--- config.mk ---
export PLATFORM = sky130hd
export DESIGN_NAME = seg_scan_capture
export DESIGN_NICKNAME = d
export VERILOG_FILES = /design/src/rtl/seg_pkg.sv /design/src/rtl/seg_stable_cnt.sv /design/src/rtl/seg_scan_capture.sv
export SDC_FILE = /design/constraint.sdc
export NUM_CORES = 1
export LEC_CHECK = 0
export CAP_MARGIN = 5
export CORE_MARGIN = 8
export CORE_UTILIZATION = 35
export CTS_CLUSTER_SIZE = 40
export DETAILED_ROUTE_END_ITERATION = 12
export PLACE_DENSITY = 0.57
export RECOVER_POWER = 50
export SETUP_SLACK_MARGIN = 0.05
export SYNTH_ARGS = -nofsm -noshare
export SYNTH_HDL_FRONTEND = slang
export SYNTH_SLANG_ARGS = --single-unit
export TNS_END_PERCENT = 50
--- constraint.sdc ---
create_clock -name clk -period 2.4 [get_ports clk]
set_input_delay 0.36 -clock clk [delete_from_list [all_inputs] [get_ports clk]]
set_output_delay 0.36 -clock clk [all_outputs]
set_load 0.005 [all_outputs]
--- src/rtl/seg_pkg.sv ---
// Shared types, glyph table and decode helper for the seven-segment readback path.
// Segment bit order: bit0=a ... bit6=g, active-high inside the design.
package seg_pkg;

    typedef logic [6:0] seg_t;
    typedef logic [3:0] nibble_t;

    typedef enum logic [1:0] {
        IDLE,
        TRACK,
        COMMIT,
        HOLD
    } state_t;

    localparam seg_t SEG_BLANK = 7'h00;

    // Entry n is the lit pattern for hex digit n.
    localparam seg_t SEG_GLYPH [16] = '{
        7'h3F, 7'h06, 7'h5B, 7'h4F, 7'h66, 7'h6D, 7'h7D, 7'h07,
        7'h7F, 7'h6F, 7'h77, 7'h7C, 7'h39, 7'h5E, 7'h79, 7'h71
    };

    // Returns {hit, nibble}; nibble is zero when nothing matches.
    function automatic logic [4:0] seg_decode(input seg_t seg);
        logic    hit;
        nibble_t nib;
        hit = 1'b0;
        nib = '0;
        for (int i = 0; i < 16; i++) begin
            if (seg == SEG_GLYPH[i]) begin
                hit = 1'b1;
                nib = nibble_t'(i);
            end
        end
        return {hit, nib};
    endfunction

endpackage

--- src/rtl/seg_stable_cnt.sv ---
// Saturating run-length counter over the registered display sample.
// stable_o is high once the sample has held for STABLE_CYCLES compares in a row.
module seg_stable_cnt #(
    parameter int W             = 11,
    parameter int STABLE_CYCLES = 4
) (
    input  logic         clk_i,
    input  logic         rst_i,
    input  logic [W-1:0] s_i,
    input  logic [W-1:0] p_i,
    output logic         changed_o,
    output logic         stable_o
);

    localparam int CW = $clog2(STABLE_CYCLES + 1);
    localparam logic [CW-1:0] SAT = CW'(STABLE_CYCLES);

    logic [CW-1:0] cnt_q, cnt_d;

    assign changed_o = (s_i != p_i);

    always_comb begin
        cnt_d = cnt_q;
        if (changed_o) begin
            cnt_d = CW'(1);
        end else if (cnt_q != SAT) begin
            cnt_d = cnt_q + CW'(1);
        end
    end

    always_ff @(posedge clk_i) begin
        if (rst_i) begin
            cnt_q <= '0;
        end else begin
            cnt_q <= cnt_d;
        end
    end

    assign stable_o = !changed_o && (cnt_q == SAT);

endmodule

--- src/rtl/seg_scan_capture.sv ---
// Scanned seven-segment bus readback: debounce each strobed digit, decode, store.
// Define SEG_ACTIVE_LOW_EN for common-anode boards (segments/digit_en inverted at input).
module seg_scan_capture
    import seg_pkg::*;
#(
    parameter int NUM_DIGITS    = 4,
    parameter int STABLE_CYCLES = 4,
    localparam int IDX_W        = (NUM_DIGITS > 1) ? $clog2(NUM_DIGITS) : 1
) (
    input  logic                    clk,
    input  logic                    rst,
    input  logic [6:0]              segments,
    input  logic [NUM_DIGITS-1:0]   digit_en,
    output logic [4*NUM_DIGITS-1:0] digits,
    output logic [NUM_DIGITS-1:0]   digit_valid,
    output logic                    upd_pulse,
    output logic                    err_pulse,
    output logic [IDX_W-1:0]        upd_idx
);

    localparam int SW = 7 + NUM_DIGITS;

    logic [SW-1:0] in_w, s_q, p_q;

`ifdef SEG_ACTIVE_LOW_EN
    assign in_w = ~{digit_en, segments};
`else
    assign in_w = {digit_en, segments};
`endif

    always_ff @(posedge clk) begin
        if (rst) begin
            s_q <= '0;
            p_q <= '0;
        end else begin
            s_q <= in_w;
            p_q <= s_q;
        end
    end

    logic changed_w, stable_w;

    seg_stable_cnt #(
        .W            (SW),
        .STABLE_CYCLES(STABLE_CYCLES)
    ) u_stable (
        .clk_i    (clk),
        .rst_i    (rst),
        .s_i      (s_q),
        .p_i      (p_q),
        .changed_o(changed_w),
        .stable_o (stable_w)
    );

    logic [NUM_DIGITS-1:0] en_w;
    seg_t                  seg_w;
    logic                  onehot_w;
    logic [IDX_W-1:0]      idx_w;
    logic [4:0]            dec_w;

    assign en_w     = s_q[SW-1:7];
    assign seg_w    = s_q[6:0];
    assign onehot_w = (en_w != '0) && ((en_w & (en_w - NUM_DIGITS'(1))) == '0);
    assign dec_w    = seg_decode(seg_w);

    always_comb begin
        idx_w = '0;
        for (int i = 0; i < NUM_DIGITS; i++) begin
            if (en_w[i]) idx_w = IDX_W'(i);
        end
    end

    state_t                           state_q, state_d;
    logic [NUM_DIGITS-1:0][3:0]       digits_q, digits_d;
    logic [NUM_DIGITS-1:0]            valid_q, valid_d;
    logic                             upd_q, upd_d, err_q, err_d;
    logic [IDX_W-1:0]                 idx_q, idx_d;

    // The register-file write happens on the edge that enters COMMIT, so the
    // pulse is visible for exactly the COMMIT cycle.
    always_comb begin
        state_d  = state_q;
        digits_d = digits_q;
        valid_d  = valid_q;
        upd_d    = 1'b0;
        err_d    = 1'b0;
        idx_d    = idx_q;
        unique case (state_q)
            IDLE: begin
                if (onehot_w) state_d = TRACK;
            end
            TRACK: begin
                if (!onehot_w) begin
                    state_d = IDLE;
                end else if (stable_w) begin
                    state_d = COMMIT;
                    idx_d   = idx_w;
                    if (dec_w[4]) begin
                        digits_d[idx_w] = dec_w[3:0];
                        valid_d[idx_w]  = 1'b1;
                        upd_d           = 1'b1;
                    end else if (seg_w == SEG_BLANK) begin
                        valid_d[idx_w]  = 1'b0;
                        upd_d           = 1'b1;
                    end else begin
                        err_d           = 1'b1;
                    end
                end
            end
            // A change already visible during COMMIT must not be lost on the way to HOLD.
            COMMIT, HOLD: begin
                if (changed_w) begin
                    state_d = onehot_w ? TRACK : IDLE;
                end else begin
                    state_d = HOLD;
                end
            end
            default: state_d = IDLE;
        endcase
    end

    always_ff @(posedge clk) begin
        if (rst) begin
            state_q  <= IDLE;
            digits_q <= '0;
            valid_q  <= '0;
            upd_q    <= 1'b0;
            err_q    <= 1'b0;
            idx_q    <= '0;
        end else begin
            state_q  <= state_d;
            digits_q <= digits_d;
            valid_q  <= valid_d;
            upd_q    <= upd_d;
            err_q    <= err_d;
            idx_q    <= idx_d;
        end
    end

    assign digits      = digits_q;
    assign digit_valid = valid_q;
    assign upd_pulse   = upd_q;
    assign err_pulse   = err_q;
    assign upd_idx     = idx_q;

endmodule

==> qor.txt <==
I/O Buffers = 36
master of the slowest instance on the critical path = sky130_fd_sc_hd__dfxtp_1
critical path type = reg -> reg
Die ar. = 10200 sq um
number of H-tree levels = 2
Hold-fix buffers, CTS = 0
number of standard cells after synthesis = 255
share of Yosys cell area claimed by the top area cell type = 40.3%
Final Setup Violations = 0
post-synthesis xor/xnor area fraction = 5.48%
peak ir drop on the vdd network = 0.000280 V
area of the multi-input gates = 1380 sq um
Synth Area in Compound Gates = 15.4%
via count of the first global-routing pass = 1805
met2 capacity usage during global routing = 17.4%
total number of yosys warnings = 0
number of antenna violations at the first check in global routing = 0
start of the worst register-to-register path = s_q[3]
total wire length after detailed routing = 5.57 mm
Die Y = 101 microns
number of unique standard cell types used by synthesis = 53
total gr overflow = 0
Mapped Nets = 270
result of the run = completed
dominant register cell in the synthesized netlist = sky130_fd_sc_hd__dfxtp_1
DR WL/cell = 14.3 microns
site row count = 31
source of the critical timing path = s_q[3]
post-layout min period = 2.17 ns
worst min path class = reg -> reg
global-route wire length before repair = 8.97 mm
count of instances resized after the clock tree is built = 0
clock root buffer master = sky130_fd_sc_hd__clkbuf_8
simple-gate share of the synthesized area = 25.7%
async set or reset register ratio after synthesis = 0%
dominant cell type by area after synthesis = sky130_fd_sc_hd__dfxtp_1
cell chain of the critical path = nand3b_1, or4b_4, o211ai_4, o311a_1, mux2i_1
post-synthesis adder-cell area fraction = 0.987%
static leakage power = 1.16 nW
Die X-Extent = 101 microns
mean post-synth cell area = 9.94 sq um
clock buffer depth = 2
Clock Skews = 0.0115 ns
Diodes inserted = 0
combinational cell fraction of total power = 9.1%
final-stage net count = 304
TritonCTS clock tree = yes
setup repair after global routing missed its margin = false
WP data required = 2.65 ns
core box area = 7140 sq um
number of enable-type register cells in the synthesized netlist = 0
max_cap viols = 0
Flop pwr share = 54.0%
commonest cells after routing, fill and taps aside = sky130_fd_sc_hd__dfxtp_1, sky130_fd_sc_hd__nand2_1, sky130_fd_sc_hd__nor2b_1
Buffers & Inverters on Critical Path = 0
DRT antenna net count = 0
post-detailed-route via-to-cell ratio = 4.85
Slew Limit Fails = 0
final weighted congestion in routability-driven placement = 0.845
router iterations before antenna repair = 4
grt met1 use = 14.2%
vias = 1888
Largest delay share family, worst path = simple AND/OR/NAND/NOR gates
combined area of all synthesized cells = 2530 sq um
Max transition margin = 54.2%
end-of-flow core utilization = 43.2%
Area growth syn-to-layout = 21.6%
maximum number of pins on one net before global-route repair = 33
dominant cells by area after synthesis = sky130_fd_sc_hd__dfxtp_1, sky130_fd_sc_hd__mux2i_1, sky130_fd_sc_hd__nor2b_1, sky130_fd_sc_hd__xnor2_1, sky130_fd_sc_hd__nand2_1
worst min-delay path startpoint = digits[0]
dominant combinational cell family by area after synthesis = simple AND/OR/NAND/NOR gates
fraction of met3 tracks used by global routing = 3.04%
Num Clock Sinks = 51
Internal Dissipation = 1.26 mW
effective utilization at floorplan = 35.5%
Clock Power Share = 36.8%
Worst Hold Slack = 0.463 ns
final HPWL from detailed placement = 4.14 mm
register area share after synthesis = 40.3%
fraction of layout instances using a drive strength above 1 = 12.4%
crit path capture type = flip-flop
total negative setup slack = 0 ns
startpoint kind of the worst setup timing path = flip-flop
critical path peak fanout = 13
crit-path max cell delay = 0.60 ns
Peak Freq = 0.461 GHz
latest clock arrival within the worst-skew pair = 0.31 ns
number of synthesized register bits = 51
total area of sequential cells = 1020 sq um
number of remaining DRC errors = 0
mux cell area share after synthesis = 6.71%
CTS clock-pin slew for the worst setup and hold paths = 0.10 ns
Post-CTS Setup Bufs = 0
Worst EP arrival = 2.41 ns
power density of the placed cells = 542 nW/um^2
number of buffers created by CTS = 5
total net switching power = 0.411 mW
portion of the clock cycle consumed by the worst path in the final layout = 90.3%
global-route usage over all layers = 11.2%
Top Ports = 37
actual slew at the worst max-slew pin = 0.683 ns
Filler Cells Inserted = 745
final hold violations = 0
share of total power consumed by net switching = 24.6%
violation count after the first detailed-route iteration = 42
most utilized layer in the global route result = met2
overall power = 1.67 mW
leading cell type in the layout, fill and taps excluded = sky130_fd_sc_hd__dfxtp_1
==> metal layers <==
layer,wire (microns),up-vias
li1,-,961
met1,2630,883
met2,2610,36
met3,232,8
met4,101,0
met5,0,-
==> worst reg2reg max path, delay by kind of cell, from the launching register on <==
kind / cells / cell delay, ns
AOI/OAI and AO/OA: 2 / 0.57
DFF: 1 / 0.60
muxes: 1 / 0.21
and+or+nand+nor: 2 / 0.72
==> Yosys cell counts (4+ instances only) <==
cell type                   n
sky130_fd_sc_hd__a21oi_1    5
sky130_fd_sc_hd__buf_2      5
sky130_fd_sc_hd__buf_6      5
sky130_fd_sc_hd__clkbuf_1   5
sky130_fd_sc_hd__dfxtp_1   51
sky130_fd_sc_hd__inv_1      5
sky130_fd_sc_hd__mux2i_1   17
sky130_fd_sc_hd__nand2_1   30
sky130_fd_sc_hd__nand3_1    4
sky130_fd_sc_hd__nor2_1    14
sky130_fd_sc_hd__nor2b_1   21
sky130_fd_sc_hd__nor3_1    12
sky130_fd_sc_hd__nor4_1     4
sky130_fd_sc_hd__o21ai_0    7
sky130_fd_sc_hd__xnor2_1   13
==> worst paths after layout <==
path / end / slack, ns / cells past startpoint
min: digits[0] / 0.46 / 2
max: digits[13] / 0.23 / 5
max reg2reg: digits[13] / 0.23 / 5
min reg2reg: digits[0] / 0.46 / 2
==> power by group through the flow <==
stage	clock [mW]	combinational [mW]	sequential, mW
finish	0.615	0.153	0.902
global route	0.673	0.169	0.907
CTS	0.634	0.156	0.902
detailed placement	0	0.155	0.921
global placement	0	0.154	0.921
floorplan	0	0.133	0.895
==> state kept, by name, indices dropped and copies added, names as in the netlist, named ones only <==
signal / cells
state_q: 2
u_stable.cnt_q: 3
digits: 16
err_pulse: 1
upd_idx: 2
s_q: 11
upd_pulse: 1
p_q: 11
==> logic make-up after synthesis <==
group           Yosys count
simple gates            112
fa+ha+maj                 2
flops                    51
mux                      17
buf+inv                  23
xor+xnor                 15
compound gates           35
==> final cells by class <==
class,instances,share of cell area (%)
multi-input cells,181,44.7
flip-flops and latches,51,33.1
repair buffers,45,13.8
well taps,99,4.02
clock buffers,5,2.23
clock inverters,3,1.54
inverters,5,0.609
==> metrics by stage <==
stage	worst slack (ns)	cell area [sq um]	instances
after floorplan	0.561	2530	255
after global placement	0.279	2970	381
after detailed placement	0.239	2970	381
after CTS	0.237	3080	389
after global routing	0.0739	3080	389
final	0.233	3080	389
(Power assumes the default switching activity.)
